## src/rtl/boot_image_loader_pkg.sv

```systemverilog
// Shared types and defaults for the boot image loader.
package boot_image_loader_pkg;

    // Value a valid image must carry in source word 0.
    localparam logic [31:0] DefaultMagic = 32'hB007_C0DE;

    typedef enum logic [1:0] {
        ERR_NONE  = 2'd0,
        ERR_MAGIC = 2'd1,
        ERR_LEN   = 2'd2,
        ERR_SUM   = 2'd3
    } err_code_t;

    typedef enum logic [3:0] {
        StIdle,
        StRdMagic,
        StChkMagic,
        StRdLen,
        StChkLen,
        StRdData,
        StCap,
        StWr,
        StRdSum,
        StChkSum,
        StDone,
        StErr
    } state_e;

endpackage

```

## src/rtl/boot_image_loader_if.sv

```systemverilog
// Source ROM read port plus instruction-RAM write port, seen from the loader.
interface boot_image_loader_if #(
    parameter int unsigned SRC_AW = 10
) ();

    // ROM side: active-low strobe, word address, data one cycle after the strobe.
    logic              src_csn_o;
    logic [SRC_AW-1:0] src_a_o;
    logic [31:0]       src_q_i;

    // RAM side: req/gnt write port, beat transfers on req & gnt.
    logic              dst_req_o;
    logic              dst_gnt_i;
    logic [31:0]       dst_addr_o;
    logic              dst_we_o;
    logic [3:0]        dst_be_o;
    logic [31:0]       dst_wdata_o;

    modport master (
        output src_csn_o, src_a_o, dst_req_o, dst_addr_o, dst_we_o, dst_be_o, dst_wdata_o,
        input  src_q_i, dst_gnt_i
    );

    modport slave (
        input  src_csn_o, src_a_o, dst_req_o, dst_addr_o, dst_we_o, dst_be_o, dst_wdata_o,
        output src_q_i, dst_gnt_i
    );

endinterface

```

## src/rtl/boot_image_loader.sv

```systemverilog
// Boot sequencer: reads MAGIC, length, payload and XOR checksum from the boot ROM,
// copies the payload into instruction RAM and releases the core on success.
module boot_image_loader
    import boot_image_loader_pkg::*;
#(
    parameter int unsigned SRC_AW    = 10,
    parameter logic [31:0] DST_BASE  = 32'h0000_0000,
    parameter logic [31:0] MAGIC     = DefaultMagic,
    parameter int unsigned MAX_WORDS = 512
) (
    input  logic                CLK,
    input  logic                RST,
    input  logic                start_i,
    boot_image_loader_if.master bus,
    output logic                busy_o,
    output logic                done_o,
    output logic                error_o,
    output err_code_t           err_code_o,
    output logic                fetch_enable_o
);

    localparam int unsigned IdxW = $clog2(MAX_WORDS + 1);

    state_e            state_q;
    logic              csn_q;
    logic [SRC_AW-1:0] a_q;
    logic              req_q;
    logic [31:0]       addr_q;
    logic [31:0]       wdata_q;
    logic [IdxW-1:0]   idx_q;
    logic [IdxW-1:0]   len_q;
    logic [31:0]       acc_q;
    logic              done_q;
    logic              error_q;
    err_code_t         code_q;
    logic              fetch_q;

    logic [32:0]       len_plus3;
    logic              len_bad;
    logic [SRC_AW:0]   next_data_a;
    logic [SRC_AW:0]   sum_a;
    logic [31:0]       beat_addr;

    // Length check and address arithmetic, widened so nothing wraps before comparing.
    always_comb begin
        len_plus3   = {1'b0, bus.src_q_i} + 33'd3;
        len_bad     = (bus.src_q_i > 32'(MAX_WORDS)) || (len_plus3 > (33'd1 << SRC_AW));
        next_data_a = (SRC_AW+1)'(idx_q) + (SRC_AW+1)'(3);
        sum_a       = (SRC_AW+1)'(len_q) + (SRC_AW+1)'(2);
        beat_addr   = DST_BASE + 32'({idx_q, 2'b00});
    end

    // Load sequencer with all outputs registered; csn is pulsed low for one cycle per read.
    always_ff @(posedge CLK) begin
        if (RST) begin
            state_q <= StIdle;
            csn_q   <= 1'b1;
            a_q     <= '0;
            req_q   <= 1'b0;
            addr_q  <= '0;
            wdata_q <= '0;
            idx_q   <= '0;
            len_q   <= '0;
            acc_q   <= '0;
            done_q  <= 1'b0;
            error_q <= 1'b0;
            code_q  <= ERR_NONE;
            fetch_q <= 1'b0;
        end else begin
            csn_q <= 1'b1;
            case (state_q)
                StIdle, StDone, StErr: begin
                    if (start_i) begin
                        state_q <= StRdMagic;
                        csn_q   <= 1'b0;
                        a_q     <= '0;
                        done_q  <= 1'b0;
                        error_q <= 1'b0;
                        code_q  <= ERR_NONE;
                        fetch_q <= 1'b0;
                    end
                end
                StRdMagic: state_q <= StChkMagic;
                StChkMagic: begin
                    if (bus.src_q_i != MAGIC) begin
                        state_q <= StErr;
                        error_q <= 1'b1;
                        code_q  <= ERR_MAGIC;
                    end else begin
                        state_q <= StRdLen;
                        csn_q   <= 1'b0;
                        a_q     <= SRC_AW'(1);
                    end
                end
                StRdLen: state_q <= StChkLen;
                StChkLen: begin
                    if (len_bad) begin
                        state_q <= StErr;
                        error_q <= 1'b1;
                        code_q  <= ERR_LEN;
                    end else begin
                        // Word 2 is either the first payload word or, for N == 0, the checksum.
                        len_q   <= bus.src_q_i[IdxW-1:0];
                        idx_q   <= '0;
                        acc_q   <= '0;
                        csn_q   <= 1'b0;
                        a_q     <= SRC_AW'(2);
                        state_q <= (bus.src_q_i == 32'd0) ? StRdSum : StRdData;
                    end
                end
                StRdData: state_q <= StCap;
                StCap: begin
                    wdata_q <= bus.src_q_i;
                    acc_q   <= acc_q ^ bus.src_q_i;
                    addr_q  <= beat_addr;
                    req_q   <= 1'b1;
                    state_q <= StWr;
                end
                StWr: begin
                    if (bus.dst_gnt_i) begin
                        req_q <= 1'b0;
                        csn_q <= 1'b0;
                        if (idx_q == len_q - IdxW'(1)) begin
                            a_q     <= sum_a[SRC_AW-1:0];
                            state_q <= StRdSum;
                        end else begin
                            idx_q   <= idx_q + IdxW'(1);
                            a_q     <= next_data_a[SRC_AW-1:0];
                            state_q <= StRdData;
                        end
                    end
                end
                StRdSum: state_q <= StChkSum;
                StChkSum: begin
                    if (bus.src_q_i != acc_q) begin
                        state_q <= StErr;
                        error_q <= 1'b1;
                        code_q  <= ERR_SUM;
                    end else begin
                        state_q <= StDone;
                        done_q  <= 1'b1;
                        fetch_q <= 1'b1;
                    end
                end
                default: state_q <= StIdle;
            endcase
        end
    end

    assign bus.src_csn_o   = csn_q;
    assign bus.src_a_o     = a_q;
    assign bus.dst_req_o   = req_q;
    assign bus.dst_addr_o  = addr_q;
    assign bus.dst_wdata_o = wdata_q;
    assign bus.dst_we_o    = req_q;
    assign bus.dst_be_o    = {4{req_q}};

    assign busy_o         = !(state_q inside {StIdle, StDone, StErr});
    assign done_o         = done_q;
    assign error_o        = error_q;
    assign err_code_o     = code_q;
    assign fetch_enable_o = fetch_q;

endmodule

```

## src/flat_wrapper.sv

```systemverilog
// flat-port wrapper written by rule: the top's interface ports become plain ports
module boot_image_loader_flat import boot_image_loader_pkg::*;
#(
    parameter int unsigned SRC_AW    = 10,
    parameter logic [31:0] DST_BASE  = 32'h0000_0000,
    parameter logic [31:0] MAGIC     = DefaultMagic,
    parameter int unsigned MAX_WORDS = 512
)
  (CLK, RST, start_i, busy_o, done_o, error_o, err_code_o, fetch_enable_o, bus_src_csn_o, bus_src_a_o, bus_dst_req_o, bus_dst_addr_o, bus_dst_we_o, bus_dst_be_o, bus_dst_wdata_o, bus_src_q_i, bus_dst_gnt_i);
  boot_image_loader_if #(.SRC_AW(SRC_AW)) bus_i ();
  input  logic CLK;
  input  logic RST;
  input  logic start_i;
  output logic busy_o;
  output logic done_o;
  output logic error_o;
  output err_code_t err_code_o;
  output logic fetch_enable_o;
  output wire logic [$bits(bus_i.src_csn_o)-1:0] bus_src_csn_o;
  output wire logic [$bits(bus_i.src_a_o)-1:0] bus_src_a_o;
  output wire logic [$bits(bus_i.dst_req_o)-1:0] bus_dst_req_o;
  output wire logic [$bits(bus_i.dst_addr_o)-1:0] bus_dst_addr_o;
  output wire logic [$bits(bus_i.dst_we_o)-1:0] bus_dst_we_o;
  output wire logic [$bits(bus_i.dst_be_o)-1:0] bus_dst_be_o;
  output wire logic [$bits(bus_i.dst_wdata_o)-1:0] bus_dst_wdata_o;
  input wire logic [$bits(bus_i.src_q_i)-1:0] bus_src_q_i;
  input wire logic [$bits(bus_i.dst_gnt_i)-1:0] bus_dst_gnt_i;
  assign bus_src_csn_o = bus_i.src_csn_o;
  assign bus_src_a_o = bus_i.src_a_o;
  assign bus_dst_req_o = bus_i.dst_req_o;
  assign bus_dst_addr_o = bus_i.dst_addr_o;
  assign bus_dst_we_o = bus_i.dst_we_o;
  assign bus_dst_be_o = bus_i.dst_be_o;
  assign bus_dst_wdata_o = bus_i.dst_wdata_o;
  assign bus_i.src_q_i = bus_src_q_i;
  assign bus_i.dst_gnt_i = bus_dst_gnt_i;
  boot_image_loader #(.SRC_AW(SRC_AW), .DST_BASE(DST_BASE), .MAGIC(MAGIC), .MAX_WORDS(MAX_WORDS)) u_core (.CLK(CLK), .RST(RST), .start_i(start_i), .bus(bus_i), .busy_o(busy_o), .done_o(done_o), .error_o(error_o), .err_code_o(err_code_o), .fetch_enable_o(fetch_enable_o));
endmodule
```

## config.mk

```make
export PLATFORM = sky130hd
export DESIGN_NAME = boot_image_loader_flat
export DESIGN_NICKNAME = d
export VERILOG_FILES = /design/src/rtl/boot_image_loader_pkg.sv /design/src/rtl/boot_image_loader_if.sv /design/src/rtl/boot_image_loader.sv /design/src/flat_wrapper.sv
export SDC_FILE = /design/constraint.sdc
export NUM_CORES = 1
export LEC_CHECK = 0
export CAP_MARGIN = 20
export CORE_MARGIN = 2
export CORE_UTILIZATION = 35
export DETAILED_ROUTE_END_ITERATION = 10
export GPL_ROUTABILITY_DRIVEN = 0
export HOLD_SLACK_MARGIN = 0.08
export PLACE_DENSITY_LB_ADDON = 0.15
export SETUP_SLACK_MARGIN = 0.2
export SLEW_MARGIN = 10
export SYNTH_ARGS = -nofsm -noshare
export SYNTH_HDL_FRONTEND = slang
export SYNTH_SLANG_ARGS = --single-unit
```

## constraint.sdc

```tcl
create_clock -name CLK -period 3.4 [get_ports CLK]
set_input_delay 0.85 -clock CLK [delete_from_list [all_inputs] [get_ports CLK]]
set_output_delay 0.85 -clock CLK [all_outputs]
set_load 0.05 [all_outputs]
```

==> impl_metrics.tcl <==
set metrics [dict create \
    async_reset_ff_share_pct 0 \
    clk_pin_slew_ns 0.05 \
    clock_latency_ns 0.43 \
    reg2reg_depth 10 \
    drcViolationCount 0 \
    met2_length_um 8320 \
    crit_fanout 3 \
    wl_met1_um 8080 \
    wl_um 17400 \
    fmax_mhz 334 \
    die_area_mm2 0.0182 \
    grt_pass1_vias 5442 \
    tightestPinTransition_ns 0.757 \
    yosysUniqueCellTypes 58 \
    cp-end-kind "flip-flop" \
    cts.sinks 114 \
    finalCritPeriodShare_pct 88.0 \
    r2r_slack_ns 0.58 \
    numPortBuffers 100 \
    synth_seq_cells 114 \
    finalNetCount 942 \
    fp.dieW_um 135 \
    fin_tns_setup_ns 0 \
    antenna-diode-count 0 \
    via_per_inst 5.11 \
    worstSetupStartpointType "input pin" \
    wl_per_cell_um 15.3 \
    outcome "complete, no violations" \
    grt_usage_pct 19.7 \
    dr_wl_met3_um 600 \
    r2r_start "u_core.len_q[0]" \
    r2r-end "u_core.bus.src_a_o[1]" \
    vdd_drop_max_mv 0.366 \
    grt_first_pass_wirelength_um 28200 \
    cap_violations 0 \
    synth_common_cells "127 x nand2_1, 114 x dfxtp_1, 110 x a21oi_1" \
    cts_tree "yes" \
    cts.htree.levels 4 \
    drv_slew 0 \
    fin_skew_ns 0.0106 \
    clk_path_buf_depth 2 \
    antenna_found_initial 0 \
    ant_nets 0 \
    clockRootBuffer "clkbuf_16" \
    cp_data_required_time_ns 3.76 \
    dr_total_vias 5794 \
    arrival_ns 3.35 \
    synth.area.top_cells "dfxtp_1 38%, a21oi_1 9.2%, nand2_1 8.0%" \
    drive_above_1_share_pct 10.1 \
    cts_buffers 17 \
    grt_setup_unrepaired "no" \
    crit_type "in -> reg" \
    drtIter0Drc 380 \
    area_growth_pct 32.1 \
    synth_top_area_share_pct 38.1 \
    ys_seq_area_share_pct 38.1 \
    synth_area_leader_cell "dfxtp_1" \
    min_to "u_core.bus.dst_addr_o[8]" \
    num_rows 47 \
    yosysWarnings 0 \
    fp.dieH_um 135 \
    synth_edf_count 0 \
    setup_viol 0 \
    hp-class "reg -> reg" \
    dp_hpwl_um 12000 \
    avgSynthCellArea_um2 7.54 \
    ys.flop_type "dfxtp_1" \
    holdPathStages 2 \
    fin_ws_ns 0.407 \
    p_per_area_mw_per_mm2 505 \
    slew_headroom_pct 49.5 \
    power_leakage_nw 2.85 \
    overflow 0 \
    core_area_mm2 0.0166 \
    synth_area_mm2 0.00599 \
    finalHoldViolations 0 \
    hp-start "u_core.bus.dst_addr_o[8]" \
    top_layer_used "met4" \
    yosysMostFrequentCell "nand2_1" \
    syn_inst 794 \
    initial_core_util_pct 36.0 \
    place_ws_ns -0.0694 \
    io_pins 123 \
    grt_max_degree 81 \
    min_period_ns 2.99 \
    firstDrtPassIters 5 \
]
[cells by family after synthesis]
kind of cell | count (synthesis) | share of synthesized area (%)
compound gates | 191 | 18.1
buf+inv | 100 | 8.34
other cells | 1 | 0.0626
simple gates | 317 | 24.5
flops | 114 | 38.1
xor+xnor | 61 | 8.93
fa+ha+maj | 5 | 1.05
mux | 5 | 0.878
[sequential cells by signal (all words and copies together), names as in the netlist, 2 cells and up]
signal,flops
u_core.len_q,10
u_core.state_q,4
u_core.bus.dst_wdata_o,32
u_core.idx_q,10
u_core.bus.dst_addr_o,10
u_core.acc_q,32
u_core.err_code_o,2
u_core.bus.src_a_o,10
[power by group]
group | leakage [nW] | total (W) | internal [W] | switching [W]
clock | 0.275 | 0.00171 | 0.00111 | 0.000607
sequential | 0.919 | 0.00144 | 0.00139 | 0.0000560
combinational | 1.65 | 0.000843 | 0.000293 | 0.000550
[cell usage in the layout (no fill, tap or decap), types with 22 or more instances in the layout]
master / n
xor2_1: 42
nor2_1: 70
nor3_1: 41
clkdlybuf4s50_1: 98
o21ai_0: 43
nand2_1: 127
dfxtp_1: 114
a21oi_1: 110
buf_4: 49
conb_1: 22
[metal layers]
metal | vias to the layer above | global-route usage (%)
met1 | 2749 | 25.5
li1 | 2901 | -
met5 | - | 0
met4 | 0 | 7.13
met3 | 31 | 4.80
met2 | 113 | 31.9
[critical path, stage by stage]
cell and delay [ns]:
clkdlybuf4s50_1 0.41, or4_1 0.53, nor2_1 0.22, a41oi_1 0.19, o21bai_2 0.21, o211a_1 0.25
nand4_1 0.12, or4_1 0.41, a21oi_1 0.14
[stage by stage]
| stage | hold slack, ns | total power [W] | cells | utilization, % | cell area, µm² |
|---|---|---|---|---|---|
| after floorplan | 0.481 | 0.00201 | 815 | - | 6060 |
| after global placement | 0.443 | 0.00232 | 1102 | 44.2 | 7350 |
| after detailed placement | 0.448 | 0.00231 | 1102 | 44.2 | 7350 |
| after global routing | 0.472 | 0.00417 | 1133 | 47.5 | 7910 |
| final | 0.451 | 0.00400 | 1133 | 47.5 | 7910 |
| after CTS | 0.456 | 0.00403 | 1133 | 47.5 | 7900 |
[area by class of cell]
type | count | area (µm²)
clock buffer | 25 | 475
clock inverter | 6 | 80.1
fill | 1681 | 8730
inverter | 14 | 52.6
multi-input combinational | 601 | 3300
sequential | 114 | 2280
tap | 220 | 275
timing repair buffer | 153 | 1440
[how the worst max path moves through the flow]
| stage | startpoint | to | slack [ns] | cells past startpoint |
|---|---|---|---|---|
| global placement | bus_src_q_i[5] | u_core.idx_q[9] | -0.07 | 9 |
| floorplan | bus_src_q_i[5] | u_core.idx_q[9] | 0.65 | 8 |
| finish | bus_src_q_i[5] | u_core.idx_q[9] | 0.41 | 9 |
| detailed placement | bus_src_q_i[5] | u_core.idx_q[9] | -0.07 | 9 |
| global route | bus_src_q_i[5] | u_core.idx_q[5] | 0.23 | 9 |
| CTS | bus_src_q_i[5] | u_core.idx_q[9] | 0.36 | 9 |
[timing repair]
action                                  CTS  global route
gates resized for setup                   1             1
endpoints found under the setup margin    1            12
endpoints found under the hold margin     0             0
buffers inserted                          0             0
pin swaps                                 0             0
hold buffers                              0             0
Note: power is estimated with default switching activity, not from simulation.
